## config.mk

```make
export PLATFORM = sky130hd
export DESIGN_NAME = uart_tx
export DESIGN_NICKNAME = d
export VERILOG_FILES = /design/src/rtl/uart_tx.sv
export SDC_FILE = /design/constraint.sdc
export NUM_CORES = 1
export LEC_CHECK = 0
export ABC_AREA = 1
export CAP_MARGIN = 20
export CORE_ASPECT_RATIO = 0.7
export CORE_UTILIZATION = 40
export DETAILED_ROUTE_END_ITERATION = 10
export SYNTH_ARGS = -nofsm -noshare
export SYNTH_HDL_FRONTEND = slang
export SYNTH_SLANG_ARGS = --single-unit
```

## constraint.sdc

```tcl
create_clock -name clk -period 1.85 [get_ports clk]
set_clock_uncertainty 0.1 [all_clocks]
set_input_delay 0.37 -clock clk [delete_from_list [all_inputs] [get_ports clk]]
set_output_delay 0.37 -clock clk [all_outputs]
set_load 0.1 [all_outputs]
```

## src/rtl/uart_tx.sv

```systemverilog
`default_nettype none
// ============================================================================
// Module  : uart_tx
// Brief   : UART transmitter; valid/ready byte in, start/8 data/[parity]/stop
//           frame out. Optional parity bit enabled by macro UART_PARITY_EN.
// Rev     : 1.0  initial release
// ============================================================================
module uart_tx #(
  parameter int FCLK       = 100000000,
  parameter int FUART      = 9600,
  parameter int BIT_CYCLES = FCLK / FUART,
  parameter int STOP_BITS  = 1,
  parameter int MSB_FIRST  = 1,
  parameter int PARITY_ODD = 0
) (
  input  logic       clk,
  input  logic       rst,
  input  logic [7:0] tx_data,
  input  logic       tx_valid,
  output logic       tx_ready,
  output logic       Tx,
  output logic       busy
);

  localparam logic [15:0] C_BAUD_LAST = 16'(BIT_CYCLES - 1);

  typedef enum logic [2:0] {
    S_IDLE   = 3'd0,
    S_START  = 3'd1,
    S_DATA   = 3'd2,
`ifdef UART_PARITY_EN
    S_PARITY = 3'd3,
`endif
    S_STOP   = 3'd4
  } state_t;

  state_t      r_state;
  logic [15:0] r_baud_cnt;
  logic [2:0]  r_bit_cnt;
  logic        r_stop_cnt;
  logic [7:0]  r_shift;
  logic        r_tx;
  logic        r_busy;
`ifdef UART_PARITY_EN
  logic        r_parity;
`endif

  logic       w_bit_end;
  logic       w_next_bit;
  logic [7:0] w_shifted;

  assign w_bit_end  = (r_baud_cnt == C_BAUD_LAST);
  assign w_next_bit = (MSB_FIRST != 0) ? r_shift[7] : r_shift[0];
  assign w_shifted  = (MSB_FIRST != 0) ? {r_shift[6:0], 1'b0} : {1'b0, r_shift[7:1]};

  assign Tx       = r_tx;
  assign busy     = r_busy;
  assign tx_ready = ~r_busy;

  always_ff @(posedge clk or posedge rst) begin
    if (rst) begin
      r_state    <= S_IDLE;
      r_baud_cnt <= 16'd0;
      r_bit_cnt  <= 3'd0;
      r_stop_cnt <= 1'b0;
      r_shift    <= 8'd0;
      r_tx       <= 1'b1;
      r_busy     <= 1'b0;
`ifdef UART_PARITY_EN
      r_parity   <= 1'b0;
`endif
    end else if (r_state == S_IDLE) begin
      r_baud_cnt <= 16'd0;
      if (tx_valid) begin
        r_shift    <= tx_data;
        r_tx       <= 1'b0;
        r_busy     <= 1'b1;
        r_bit_cnt  <= 3'd0;
        r_stop_cnt <= 1'b0;
        r_state    <= S_START;
`ifdef UART_PARITY_EN
        r_parity   <= (^tx_data) ^ (PARITY_ODD != 0);
`endif
      end
    end else begin
      r_baud_cnt <= w_bit_end ? 16'd0 : r_baud_cnt + 16'd1;
      case (r_state)
        S_START: begin
          if (w_bit_end) begin
            r_tx    <= w_next_bit;
            r_shift <= w_shifted;
            r_state <= S_DATA;
          end
        end
        S_DATA: begin
          if (w_bit_end) begin
            if (r_bit_cnt == 3'd7) begin
`ifdef UART_PARITY_EN
              r_tx    <= r_parity;
              r_state <= S_PARITY;
`else
              r_tx    <= 1'b1;
              r_state <= S_STOP;
`endif
            end else begin
              r_bit_cnt <= r_bit_cnt + 3'd1;
              r_tx      <= w_next_bit;
              r_shift   <= w_shifted;
            end
          end
        end
`ifdef UART_PARITY_EN
        S_PARITY: begin
          if (w_bit_end) begin
            r_tx    <= 1'b1;
            r_state <= S_STOP;
          end
        end
`endif
        S_STOP: begin
          // A second stop period is tracked by a single flag rather than a wider count.
          if (w_bit_end) begin
            if (STOP_BITS == 2 && !r_stop_cnt) begin
              r_stop_cnt <= 1'b1;
            end else begin
              r_busy  <= 1'b0;
              r_state <= S_IDLE;
            end
          end
        end
        default: begin
          r_tx    <= 1'b1;
          r_busy  <= 1'b0;
          r_state <= S_IDLE;
        end
      endcase
    end
  end

endmodule
`default_nettype wire

```

==> results of run 1 <==
## registers in the layout (all words and copies together), names as in the netlist
signal,cells
Tx,1
r_shift,8
r_state,3
busy,1
r_baud_cnt,16
r_bit_cnt,3
## power by group through the flow
stage	logic [mW]	clock network [mW]	registers, mW
2_1_floorplan	1.27	0	1.18
3_3_place_gp	1.77	0	1.07
3_5_place_dp	1.77	0	1.07
4_1_cts	1.77	0.512	1.06
5_1_grt	1.94	0.544	1.08
6_report	1.76	0.487	1.06
## placed cells by master (no fill, tap or decap), drive strengths merged
cell type	instances
a211oi	1
a21boi	1
a21oi	7
and2	1
and3	1
buf	8
clkbuf	6
clkdlybuf4s50	10
clkinv	1
clkinvlp	1
dfrtp	31
dfstp	1
ha	3
inv	20
mux2i	7
nand2	49
nand3	19
nand3b	1
nand4	1
nor2	31
nor3	9
nor3b	2
o21ai	9
o21bai	1
or2	1
xor2	4
## cell type report
type,instances,area [um2]
clock buffers,6,72.57
inverters,21,82.58
flip-flops and latches,32,803.3
clock inverters,1,5.005
well taps,52,65.06
fillers,394,1983
multi-input cells,148,867.1
repair buffers,18,210.2
## per-stage QoR
stage	power, mW	hold slack [ns]
floorplan	2.449	0.3501
global placement	2.839	0.3615
detailed placement	2.838	0.3728
CTS	3.346	0.2692
global route	3.571	0.2923
finish	3.306	0.2652
## cells in the mapped netlist, types with 2 or more instances
cell type | number | area [um2]
nand2_1 | 39 | 146.4
dfrtp_1 | 31 | 775.7
nor2_1 | 22 | 82.58
inv_1 | 17 | 63.81
nand3_1 | 16 | 80.08
nand2_2 | 8 | 50.05
nor3_1 | 8 | 40.04
a21oi_1 | 7 | 35.03
mux2i_1 | 7 | 70.07
o21ai_2 | 7 | 61.31
nor2_2 | 6 | 37.54
inv_2 | 4 | 15.01
xor2_1 | 4 | 35.03
ha_1 | 3 | 37.54
nor2_4 | 3 | 33.78
nand2_4 | 2 | 22.52
nand3_2 | 2 | 20.02
o21ai_0 | 2 | 10.01
## worst max-delay path: cells and delay by family, from the launching register on
family / cells / cell delay, ns
simple gates: 6 / 0.79
flops: 1 / 0.39
fa+ha+maj: 1 / 0.23
compound gates: 1 / 0.05
## metal layers
metal	global-route usage, %	vias up	share of wire, %
met4	3.759	0	0.47
met5	0	-	0
met2	20.54	14	38
met1	26.31	612	59
li1	-	699	-
met3	4.724	2	2.9
## cell families after synthesis
kind of cell / Yosys count
compound gates: 19
xor+xnor: 4
fa+ha+maj: 3
buf+inv: 24
flops: 32
mux: 7
simple gates: 115
## how the worst max path moves through the flow
| stage | endpoint | from |
|---|---|---|
| 2_1_floorplan | tx_ready | busy$_DFFE_PP0P_ |
| 3_3_place_gp | r_shift[4]$_DFFE_PP0P_ | tx_valid |
| 3_5_place_dp | r_shift[6]$_DFFE_PP0P_ | r_baud_cnt[0]$_DFF_PP0_ |
| 4_1_cts | r_shift[6]$_DFFE_PP0P_ | r_baud_cnt[0]$_DFF_PP0_ |
| 5_1_grt | r_shift[5]$_DFFE_PP0P_ | r_baud_cnt[0]$_DFF_PP0_ |
| 6_report | r_shift[6]$_DFFE_PP0P_ | r_baud_cnt[0]$_DFF_PP0_ |
==> metrics.md, run 1 <==
| Metric | Value |
|---|---|
| Worst reg2reg setup slack | `0.17 ns` |
| RSZ-0062 raised after global routing | `no` |
| Mapped Area | `1782 um2` |
| Pleak | `0.9610 nW` |
| Drt wl/cell | `12.22 um` |
| Syn Area/Cell | `8.734 um2` |
| Largest fanout on the critical path | `15` |
| Grt ovf | `0` |
| Switch Pwr | `1.470 mW` |
| Post-Synth XOR/XNOR Area | `1.966%` |
| # DRC | `0` |
| Int Power | `1.836 mW` |
| Syn nets | `218` |
| Area delta synth->final | `18.19%` |
| HPWL Detailed | `2595 um` |
| # clock sinks | `32` |
| Sequential cell area fraction in the yosys report | `45.01%` |
| DRT Pass-1 Iters | `4` |
| Total negative slack | `0 ns` |
| Tcrit/Tclk final | `90.98%` |
| Num ports | `14` |
| Share of cells above drive strength 1 | `23.45%` |
| Area of the core | `4089 um2` |
| Total die area | `4730 um2` |
| Crit-path cells | `ha_1, nand3_2, nor2_4, nand2_4, nand2_4, nand3_4, nand2_1, o21ai_2` |
| Total power density per cell area | `1570 nW/um2` |
| Initial DRC count | `69` |
| Die Span Y | `57.84 um` |
| Synthesized instance count | `204` |
| FF-to-FF End | `r_shift[6]$_DFFE_PP0P_` |
| Setup Buffers After CTS | `0` |
| Most Frequent Cell on Critical Path | `nand2_4` |
| Compound-Gate Fraction of Synth Area | `7.233%` |
| Largest family of logic cells by synthesized area | `simple AND/OR/NAND/NOR gates` |
| Final setup fails | `0` |
| CTS Buffer Depth | `2` |
| Sw Share | `44.46%` |
| WP data required | `1.91 ns` |
| Worst slew pin tran | `0.3619 ns` |
| EDFF count, synth | `0` |
| Max VDD drop | `0.001254 V` |
| Final min period | `1.683 ns` |
| First-pass GRT wire length | `5685 um` |
| Vias per inst | `4.773` |
| Worst-path clk slew | `0.06 ns` |
| Post-Synth Adder-Cell Area | `2.107%` |
| Final ANT Viol Nets | `0` |
| Antenna diodes | `0` |
| Synth Warn # | `0` |
| Num CTS Buffers | `5` |
| Arr. time, crit path | `1.74 ns` |
| Final Cell Area | `2106 um2` |
| Worst relative slew slack | `75.85%` |
| Seq cells post-synth | `32` |
| Pin count of the biggest net entering global routing | `26` |
| I/O Buffers | `13` |
| Asr flop ratio synth | `100.0%` |
| Post-route insts no fill | `278` |
| Number of distinct library cells after synthesis | `34` |
| H-Tree Depth | `2` |
| Worst-Skew Late Latency | `0.27 ns` |
| Total Routed Length | `3397 um` |
| Initial core utilization | `43.57%` |
| Place WS | `0.1707 ns` |
| Via count of the first global-routing pass | `1,218` |
| Status | `complete, no violations` |
| Fmax | `0.5942 GHz` |
| Post-CTS Resized | `0` |
| CP Capture Type | `flop` |
| Fraction of synthesized area in multiplexers | `3.933%` |
| Slowest stage delay, CP | `0.39 ns` |
| Worst hold path type | `in -> async` |
| Reg2reg path depth | `8` |
| Final Wtd Congestion | `0.8299` |
| Reg power frac | `32.0%` |
| Via count | `1,327` |
| Cell Area, Placed | `2028 um2` |
| Placed Cells | `271` |
| Clk root buf | `clkbuf_8` |
| Post-layout nets | `240` |
| Kind of critical path | `reg -> reg` |
| Initial antenna violation count | `0` |
| Combinational Power Share | `53.2%` |
| Simple-gate share of the synthesized area | `33.43%` |
| Ys flop type | `dfrtp_1` |
| Setup ws final | `0.1669 ns` |
| CTS tree | `done` |
| Hold_buf cts | `0` |
| Startpoint class of the critical path | `flop` |
| Maxcap violations | `0` |
| Origin of the critical flop-to-flop path | `r_baud_cnt[0]$_DFF_PP0_` |
| DIE WIDTH | `81.77 um` |
| Crit-path slowest cell | `dfrtp_1` |
| Fin. Hold Viols | `0` |
| GRT Total Usage | `16.21%` |
| # rows | `19` |
| Core Util, Final | `51.50%` |
| Clock power frac | `14.7%` |
| Fin. max-slew vios | `0` |
(Power assumes the default switching activity.)
==> run 2, diff against run 1 <==
--- a/config.mk
+++ b/config.mk
@@ -8,7 +8,9 @@
 export ABC_AREA = 1
 export CAP_MARGIN = 20
 export CORE_ASPECT_RATIO = 0.7
+export CORE_MARGIN = 8
 export CORE_UTILIZATION = 40
+export CTS_BUF_LIST = sky130_fd_sc_hd__clkbuf_8 sky130_fd_sc_hd__clkbuf_16
 export DETAILED_ROUTE_END_ITERATION = 10
 export SYNTH_ARGS = -nofsm -noshare
 export SYNTH_HDL_FRONTEND = slang
==> run 2 against run 1 <==
Compared with the run above: routed wire length up 2.5%; non-clock buffer count down 1; via count increased by 1.3%; maximum frequency up 0.57%; final area up 0.42%; cell count grew 1.1%; register-to-register slack about the same; clock-buffer cell count stayed put; first-iteration DRC count down 14%; critical endpoint is now r_shift[4]$_DFFE_PP0P_; highest routed layer unchanged.
==> metrics.md, run 2 (synthesized netlist as in run 1, its figures left out) <==
| Metric | Value |
|---|---|
| Area of the core | `4304 um2 (was 4089 um2)` |
| Pin count of the biggest net entering global routing | `33 (was 26)` |
| Post-layout nets | `239 (was 240)` |
| Setup ws final | `0.1766 ns (was 0.1669 ns)` |
| Place WS | `0.1685 ns (was 0.1707 ns)` |
| Arr. time, crit path | `1.74 ns (about the same)` |
| Via count | `1,344 (was 1,327)` |
| Commonest non-fill, non-tap cell in the layout | `nand2_1 (unchanged)` |
| Most frequent cells in the layout | `nand2_1 (39), dfrtp_1 (30), nor2_1 (22), inv_1 (18), nand3_1 (16) (was nand2_1 (39), dfrtp_1 (30), nor2_1 (22), inv_1 (16), nand3_1 (16))` |
| Worst Setup SP | `r_bit_cnt[0]$_DFFE_PP0P_ (was r_baud_cnt[0]$_DFF_PP0_)` |
| Worst-path clk slew | `0.07 ns (was 0.06 ns)` |
| Worst slew pin tran | `0.3482 ns (was 0.3619 ns)` |
| Flip-flop and latch area | `803.3 um2 (unchanged)` |
| Largest register FFs | `16 (unchanged)` |
| RSZ-0062 raised after global routing | `no (unchanged)` |
| Worst reg2reg setup slack | `0.18 ns (was 0.17 ns)` |
| Core Util, Final | `49.13% (was 51.50%)` |
| H-Tree Depth | `2 (unchanged)` |
| Final ANT Viol Nets | `0 (unchanged)` |
| Fin. Hold Viols | `0 (unchanged)` |
| Worst hold path type | `in -> async (unchanged)` |
| Origin of the critical flop-to-flop path | `r_bit_cnt[0]$_DFFE_PP0P_ (was r_baud_cnt[0]$_DFF_PP0_)` |
| Largest fanout on the critical path | `15 (unchanged)` |
| Total power density per cell area | `1572 nW/um2 (was 1570 nW/um2)` |
| Total power | `3.325 mW (was 3.306 mW)` |
| Reg2reg path depth | `8 (unchanged)` |
| Final Cell Area | `2115 um2 (was 2106 um2)` |
| Setup Buffers After CTS | `0 (unchanged)` |
| # clock sinks | `32 (unchanged)` |
| Share of cells above drive strength 1 | `23.01% (was 23.45%)` |
| Vias per inst | `4.783 (was 4.773)` |
| Max VDD drop | `0.001096 V (was 0.001254 V)` |
| Tcrit/Tclk final | `90.46% (was 90.98%)` |
| CTS Buffer Depth | `2 (unchanged)` |
| Worst relative slew slack | `76.61% (was 75.85%)` |
| DRT Pass-1 Iters | `4 (unchanged)` |
| Fin. max-slew vios | `0 (unchanged)` |
| Fillers | `395 (was 394)` |
| Fmax | `0.5976 GHz (was 0.5942 GHz)` |
| # rows | `20 (was 19)` |
| # DRC | `0 (unchanged)` |
| Maxcap violations | `0 (unchanged)` |
| CP Capture Type | `flop (unchanged)` |
| Startpoint class of the critical path | `flop (unchanged)` |
| Total die area | `6880 um2 (was 4730 um2)` |
| I/O Buffers | `13 (unchanged)` |
| Worst-Skew Late Latency | `0.28 ns (was 0.27 ns)` |
| Largest regs | `r_baud_cnt: 16 flops, r_shift: 8 flops (unchanged)` |
| Final setup fails | `0 (unchanged)` |
| Biggest register | `r_baud_cnt (unchanged)` |
| Kind of critical path | `reg -> reg (unchanged)` |
| Initial core utilization | `41.40% (was 43.57%)` |
| FF-to-FF End | `r_shift[4]$_DFFE_PP0P_ (was r_shift[6]$_DFFE_PP0P_)` |
| Multi-input gate area | `867.1 um2 (unchanged)` |
| First-pass GRT wire length | `6161 um (was 5685 um)` |
| Num ports | `14 (unchanged)` |
| Initial DRC count | `59 (was 69)` |
| Final min period | `1.673 ns (was 1.683 ns)` |
| WP data required | `1.92 ns (was 1.91 ns)` |
| Clk root buf | `clkbuf_8 (unchanged)` |
| Grt ovf | `0 (unchanged)` |
| Hold_buf cts | `0 (unchanged)` |
| Initial antenna violation count | `0 (unchanged)` |
| Via count of the first global-routing pass | `1,315 (was 1,218)` |
| HPWL Detailed | `2617 um (was 2595 um)` |
| Die Span Y | `71.84 um (was 57.84 um)` |
| Antenna diodes | `0 (unchanged)` |
| CP Capture Point | `r_shift[4]$_DFFE_PP0P_ (was r_shift[6]$_DFFE_PP0P_)` |
| GRT Total Usage | `11.57% (was 16.21%)` |
| DIE WIDTH | `95.77 um (was 81.77 um)` |
| Status | `complete, no violations (unchanged)` |
| Num CTS Buffers | `5 (unchanged)` |
| Final Wtd Congestion | `0.8066 (was 0.8299)` |
| Total Routed Length | `3481 um (was 3397 um)` |
| CTS tree | `done (unchanged)` |
| Drt wl/cell | `12.39 um (was 12.22 um)` |
| Cell Area, Placed | `2024 um2 (was 2028 um2)` |
| Total negative slack | `0 ns (unchanged)` |
| Post-CTS Resized | `0 (unchanged)` |
| Pleak | `0.9689 nW (was 0.9610 nW)` |
| Area delta synth->final | `18.68% (was 18.19%)` |
run 2: metal layers:
layer,vias up,global-route usage (%),part of all wire (%)
met1,616,16.82,54
met4,0,5.093,1.6
met5,-,0,0
li1,701,-,-
met3,5,3.340,4.1
met2,22,15.17,40
run 2: worst min-delay path by stage:
stage | start | endpoint | slack [ns] | cells after the start
after floorplan | r_baud_cnt[0]$_DFF_PP0_ | r_baud_cnt[0]$_DFF_PP0_ | 0.35 | 1
after global placement | r_baud_cnt[0]$_DFF_PP0_ | r_baud_cnt[0]$_DFF_PP0_ | 0.36 | 1
after detailed placement | r_shift[3]$_DFFE_PP0P_ | r_shift[3]$_DFFE_PP0P_ | 0.37 | 2
after CTS | rst | r_bit_cnt[0]$_DFFE_PP0P_ | 0.33 | 3
after global routing | rst | r_bit_cnt[0]$_DFFE_PP0P_ | 0.33 | 3
final | rst | busy$_DFFE_PP0P_ | 0.33 | 3
run 2: report_power, final:
part           internal, mW  leakage, nW  total [mW]  switching, mW
clock                 0.292       0.0538       0.540          0.248
combinational         0.656        0.492        1.73           1.07
sequential            0.901        0.423        1.06          0.155
run 2: layout make-up:
class	count	share of cell area, %
inverters	21	3.905
flip-flops and latches	32	37.99
repair buffers	17	9.586
clock inverters	2	0.3550
well taps	55	3.254
clock buffers	6	3.905
multi-input cells	148	41.01
run 2: per-stage QoR:
step                      cells  hold slack [ns]
after floorplan             204           0.3501
after global routing        281           0.3317
final                       281           0.3299
after detailed placement    273           0.3697
after global placement      273           0.3620
after CTS                   281           0.3322
run 2: worst max-delay path, cell delays in order (launching register included):
cell,delay (ns)
dfrtp_1,0.40
ha_1,0.21
ha_1,0.21
nand2_1,0.09
nand2_1,0.06
inv_2,0.07
nand3_4,0.21
nand2_1,0.15
o21ai_2,0.06
==> run 3, diff against run 2 <==
--- a/config.mk
+++ b/config.mk
@@ -9,9 +9,10 @@
 export CAP_MARGIN = 20
 export CORE_ASPECT_RATIO = 0.7
 export CORE_MARGIN = 8
-export CORE_UTILIZATION = 40
+export CORE_UTILIZATION = 57
 export CTS_BUF_LIST = sky130_fd_sc_hd__clkbuf_8 sky130_fd_sc_hd__clkbuf_16
 export DETAILED_ROUTE_END_ITERATION = 10
+export PLACE_DENSITY = 0.78
 export SYNTH_ARGS = -nofsm -noshare
 export SYNTH_HDL_FRONTEND = slang
 export SYNTH_SLANG_ARGS = --single-unit
==> run 3 against run 2 <==
Compared with the run above: hold slack worse by 0.0022 ns; routed wire length is 2.8% higher; non-clock buffer count down 1; via count increased by 4.6%; clock power up 7.6%; clock-buffer cell count increased by 1; worst setup slack lost 0.016 ns; critical endpoint is now r_baud_cnt[10]$_DFF_PP0_.
==> metrics.md, run 3 (synthesized netlist as in run 1, its figures left out) <==
| Metric | Value |
|---|---|
| Sw Share | `44.38% (was 44.37%)` |
| Biggest register | `r_baud_cnt (unchanged)` |
| WP data required | `1.91 ns (was 1.92 ns)` |
| Fin. Hold Viols | `0 (unchanged)` |
| DIE WIDTH | `82.83 um (was 95.77 um)` |
| Pleak | `0.9614 nW (was 0.9689 nW)` |
| Total power density per cell area | `1608 nW/um2 (was 1572 nW/um2)` |
| Post-layout nets | `238 (was 239)` |
| Antenna diodes | `0 (unchanged)` |
| Total Routed Length | `3579 um (was 3481 um)` |
| Final min period | `1.689 ns (was 1.673 ns)` |
| Status | `complete, no violations (unchanged)` |
| Worst slew pin tran | `0.3190 ns (was 0.3482 ns)` |
| Area of the core | `3063 um2 (was 4304 um2)` |
| Worst path bufs/invs | `1 (unchanged)` |
| Pin count of the biggest net entering global routing | `33 (unchanged)` |
| Final setup fails | `0 (unchanged)` |
| # DRC | `0 (unchanged)` |
| Maxcap violations | `0 (unchanged)` |
| Num ports | `14 (unchanged)` |
| Total die area | `5199 um2 (was 6880 um2)` |
| Max VDD drop | `0.001227 V (was 0.001096 V)` |
| Most frequent cells in the layout | `nand2_1 (39), dfrtp_1 (30), nor2_1 (21), inv_1 (16), nand3_1 (16) (was nand2_1 (39), dfrtp_1 (30), nor2_1 (22), inv_1 (18), nand3_1 (16))` |
| Startpoint class of the critical path | `flop (unchanged)` |
| Num CTS Buffers | `5 (unchanged)` |
| Arr. time, crit path | `1.75 ns (was 1.74 ns)` |
| Share of cells above drive strength 1 | `23.66% (was 23.01%)` |
| Total power | `3.375 mW (was 3.325 mW)` |
| Fmax | `0.5920 GHz (was 0.5976 GHz)` |
| H-Tree Depth | `2 (unchanged)` |
| Fin. max-slew vios | `0 (unchanged)` |
| Grt ovf | `0 (unchanged)` |
| Drt wl/cell | `13.66 um (was 12.39 um)` |
| Largest fanout on the critical path | `4 (was 15)` |
| Area delta synth->final | `17.84% (was 18.68%)` |
| Initial core utilization | `58.17% (was 41.40%)` |
| Kind of critical path | `reg -> reg (unchanged)` |
| Via count of the first global-routing pass | `1,437 (was 1,315)` |
| Vias per inst | `5.366 (was 4.783)` |
| Crit-path cells | `ha_1, nand2_1, nor2_2, inv_1, nor2_2, nand2_1, nor2_1, nor3b_2 (was ha_1, ha_1, nand2_1, nand2_1, inv_2, nand3_4, nand2_1, o21ai_2)` |
| Total negative slack | `0 ns (unchanged)` |
| Slowest stage delay, CP | `0.39 ns (was 0.40 ns)` |
| Die Span Y | `62.78 um (was 71.84 um)` |
| Setup Buffers After CTS | `0 (unchanged)` |
| RSZ-0062 raised after global routing | `no (unchanged)` |
| GRT Total Usage | `14.92% (was 11.57%)` |
| Final Wtd Congestion | `0.9208 (was 0.8066)` |
| Largest register FFs | `16 (unchanged)` |
| Worst-Skew Late Latency | `0.28 ns (about the same)` |
| Worst-path clk slew | `0.07 ns (about the same)` |
| I/O Buffers | `13 (unchanged)` |
| Clock power frac | `17.2% (was 16.2%)` |
| Worst relative slew slack | `78.57% (was 76.61%)` |
| First-pass GRT wire length | `6437 um (was 6161 um)` |
| Reg power frac | `31.6% (was 31.8%)` |
| Crit-path leading delay family | `simple AND/OR/NAND/NOR gates (unchanged)` |
| CTS Buffer Depth | `2 (unchanged)` |
| Via count | `1,406 (was 1,344)` |
| Worst hold path type | `in -> async (unchanged)` |
| Initial antenna violation count | `0 (unchanged)` |
| Initial DRC count | `67 (was 59)` |
| Final ANT Viol Nets | `0 (unchanged)` |
| Clk root buf | `clkbuf_8 (unchanged)` |
| Crit-path slowest cell | `dfrtp_1 (unchanged)` |
| Switch Pwr | `1.498 mW (was 1.475 mW)` |
| Cell Area, Placed | `1996 um2 (was 2024 um2)` |
| # rows | `17 (was 20)` |
| Int Power | `1.877 mW (was 1.850 mW)` |
| Largest regs | `r_baud_cnt: 16 flops, r_shift: 8 flops (unchanged)` |
| HPWL Detailed | `2699 um (was 2617 um)` |
| DRT Pass-1 Iters | `4 (unchanged)` |
| Commonest non-fill, non-tap cell in the layout | `nand2_1 (unchanged)` |
| Final Cell Area | `2100 um2 (was 2115 um2)` |
| Core Util, Final | `68.55% (was 49.13%)` |
| # clock sinks | `32 (unchanged)` |
| CTS tree | `done (unchanged)` |
| Combinational Power Share | `51.1% (was 52.0%)` |
| Tcrit/Tclk final | `91.31% (was 90.46%)` |
| CP Capture Type | `flop (unchanged)` |
[run 3: layout make-up]
cell class              count  area [um2]
inverters                  21       82.58
fillers                   234       963.4
well taps                  38       47.55
multi-input cells         148       874.6
clock buffers               7       96.34
repair buffers             16       195.2
flip-flops and latches     32       803.3
[run 3: through the flow]
step / cells / setup slack [ns] / hold WS, ns
2_1_floorplan: 204 / 0.09985 / 0.3501
3_3_place_gp: 255 / 0.2202 / 0.3619
3_5_place_dp: 255 / 0.1270 / 0.3827
4_1_cts: 262 / 0.1211 / 0.3267
5_1_grt: 262 / 0.02505 / 0.3543
6_report: 262 / 0.1608 / 0.3277
[run 3: worst paths after layout]
path                                         start                  endpoint  slack, ns  cells after the start
setup / recovery           r_baud_cnt[0]$_DFF_PP0_  r_baud_cnt[10]$_DFF_PP0_       0.16                      8
min in group clk           r_baud_cnt[0]$_DFF_PP0_   r_baud_cnt[0]$_DFF_PP0_       0.39                      1
hold reg to reg            r_baud_cnt[0]$_DFF_PP0_   r_baud_cnt[0]$_DFF_PP0_       0.39                      1
hold / removal                                 rst  r_baud_cnt[14]$_DFF_PP0_       0.33                      3
setup reg to reg           r_baud_cnt[0]$_DFF_PP0_  r_baud_cnt[10]$_DFF_PP0_       0.16                      8
max in group asynchronous                      rst            Tx$_DFFE_PP1P_       1.09                      3
[run 3: metal layers]
| layer | share of wire, % | up-vias | wire (um) | track usage [%] |
|---|---|---|---|---|
| li1 | - | 698 | - | - |
| met1 | 47 | 676 | 1697 | 18.78 |
| met2 | 47 | 26 | 1696 | 23.23 |
| met3 | 3.7 | 6 | 132 | 4.167 |
| met4 | 1.5 | 0 | 53 | 6.550 |
| met5 | 0 | - | 0 | 0 |
[run 3: tightest hold or removal path, stage by stage]
cell and delay (ns):
clkdlybuf4s50_1 0.39, inv_1 0.09, buf_12 0.21
[run 3: what timing repair did]
action,CTS,global route
hold buffers,0,0
resized for setup,0,2
setup endpoints to repair,0,3
[run 3: power by group through the flow]
stage	registers [mW]	clock network (mW)	logic, mW
after CTS	1.07	0.595	1.72
after global placement	1.06	0	1.65
final	1.07	0.581	1.73
after floorplan	1.18	0	1.27
after detailed placement	1.08	0	1.71
after global routing	1.09	0.624	1.91
==> patch: new RTL, config.mk and constraints of run 3 <==
The parameter `MSB_FIRST` goes from 1 to 0.
--- a/src/rtl/uart_tx.sv
+++ b/src/rtl/uart_tx.sv
@@ -11,5 +11,5 @@
   parameter int BIT_CYCLES = FCLK / FUART,
   parameter int STOP_BITS  = 1,
-  parameter int MSB_FIRST  = 1,
+  parameter int MSB_FIRST  = 0,
   parameter int PARITY_ODD = 0
 ) (
Function: same outputs for any inputs over 10 cycles, from zero or initial values and one cycle with rst high; that may be too few to reach the edited logic, so the function may still have changed.
==> patch against run 3 <==
  * Area after synthesis decreased by 2.7%
  * Sequential cell count stayed put
  * Global-route usage grew 1.1 points
  * Clock power decreased by 15%
  * Setup slack worse by 0.016 ns
  * Design area is 2.9% lower
  * Synthesized cell count unchanged
  * Power decreased by 2.0%
  * Cell count is the same
  * Routed wire length increased by 3.6%
==> patch: results (changes against run 3) <==
R2r setup slk -> 0.14 ns (was 0.16 ns)
Port Buffer Count -> 13 (unchanged)
Max-Slew Margin vs Limit -> 73.9% (was 78.6%)
Met2 Use GR -> 23.0% (was 23.2%)
Layout cells sized above 1 -> 19.0% (was 23.7%)
Post-place setup slack -> 0.168 ns (was 0.127 ns)
Initial drt markers -> 132 (was 67)
PostCTS Resize Cnt -> 0 (unchanged)
Metal2 WL -> 1.70 mm (about the same)
Hold WS -> 0.311 ns (was 0.328 ns)
Initial antenna violation count -> 0 (unchanged)
Final period utilization -> 92.2% (was 91.3%)
Outcome -> completed (unchanged)
First-pass GRT wire length -> 6.42 mm (was 6.44 mm)
Nets -> 239 (was 238)
Setup crit start -> r_baud_cnt[0] (unchanged)
Grt met3 use -> 6.03% (was 4.17%)
Worst-Skew Late Latency -> 0.29 ns
Commonest cells post-synth -> nand2_1, dfrtp_1, nor2_1 (unchanged)
Placed Cells -> 254 (was 255)
Synth cell types -> 29 (was 34)
Leakage power -> 0.953 nW (was 0.961 nW)
# diodes -> 0 (unchanged)
Detailed-route via count -> 1,439 (was 1,406)
M1 WL -> 1.68 mm (was 1.70 mm)
Crit Path Max Fanout -> 8 (was 4)
DR top layer -> met4 (unchanged)
Detailed placer's ending HPWL -> 2.78 mm (was 2.70 mm)
Synth top area cells -> dfrtp_1, nand2_1, nand3_1 (was dfrtp_1, nand2_1, nor2_1)
GRT Total Usage -> 16.1% (was 14.9%)
Final Wtd Congestion -> 0.908 (was 0.921)
First drt pass iteration count -> 6 (was 4)
Max rail drop VDD -> 1.35 mV (was 1.23 mV)
Async SR Flop Fraction -> 100% (unchanged)
GR Layer Usage met1 -> 20.6% (was 18.8%)
Placed Area -> 0.00196 mm² (was 0.00200 mm²)
Post-CTS Setup Inserts -> 0 (unchanged)
Register area share after synthesis -> 46.2% (was 45.0%)
Post-Syn Nets -> 218 (unchanged)
CTS max path bufs -> 2 (unchanged)
Routed met3 length -> 258 µm (was 132 µm)
Routed len/inst -> 14.1 µm (was 13.7 µm)
CTS H-tree depth -> 2 (unchanged)
Fillers -> 221 (was 234)
CTS clk-pin slew, worst paths -> 0.07 ns (about the same)
Reg2reg end -> r_bit_cnt[2] (was r_baud_cnt[10])
Pin count of the biggest net entering global routing -> 33 (unchanged)
==> patch: report_power, final <==
group / internal (mW) / switching (mW)
clock: 0.250 / 0.246
sequential: 0.904 / 0.147
combinational: 0.652 / 1.11
total: 1.81 / 1.50
==> patch: critical path: stages, from the launching register on <==
cell and delay, ns:
dfrtp_1 0.37, ha_1 0.20, nand3_1 0.14, nor2_2 0.15
nand2_2 0.13, nand2_2 0.19, buf_4 0.17, nand3_1 0.09
nand2_1 0.10
==> patch: cells by family after synthesis <==
logic type,after synthesis,synth area share [%]
DFF,32,46.2
buffers and inverters,24,6.13
xor gates and xnor gates,4,2.02
AOI/OAI and AO/OA,20,7.86
and+or+nand+nor,114,31.5
muxes,7,4.04
adders and majority gates,3,2.16
==> patch: area by class of cell <==
class                           count  area (µm²)  area share (%)
Multi-Input combinational cell    148         826            40.5
Tap cell                           36        45.0            2.21
Inverter                           21        82.6            4.05
Timing Repair Buffer               17         203            9.94
Clock inverter                      3        11.3           0.552
Sequential cell                    32         803            39.4
Clock buffer                        5        68.8            3.37
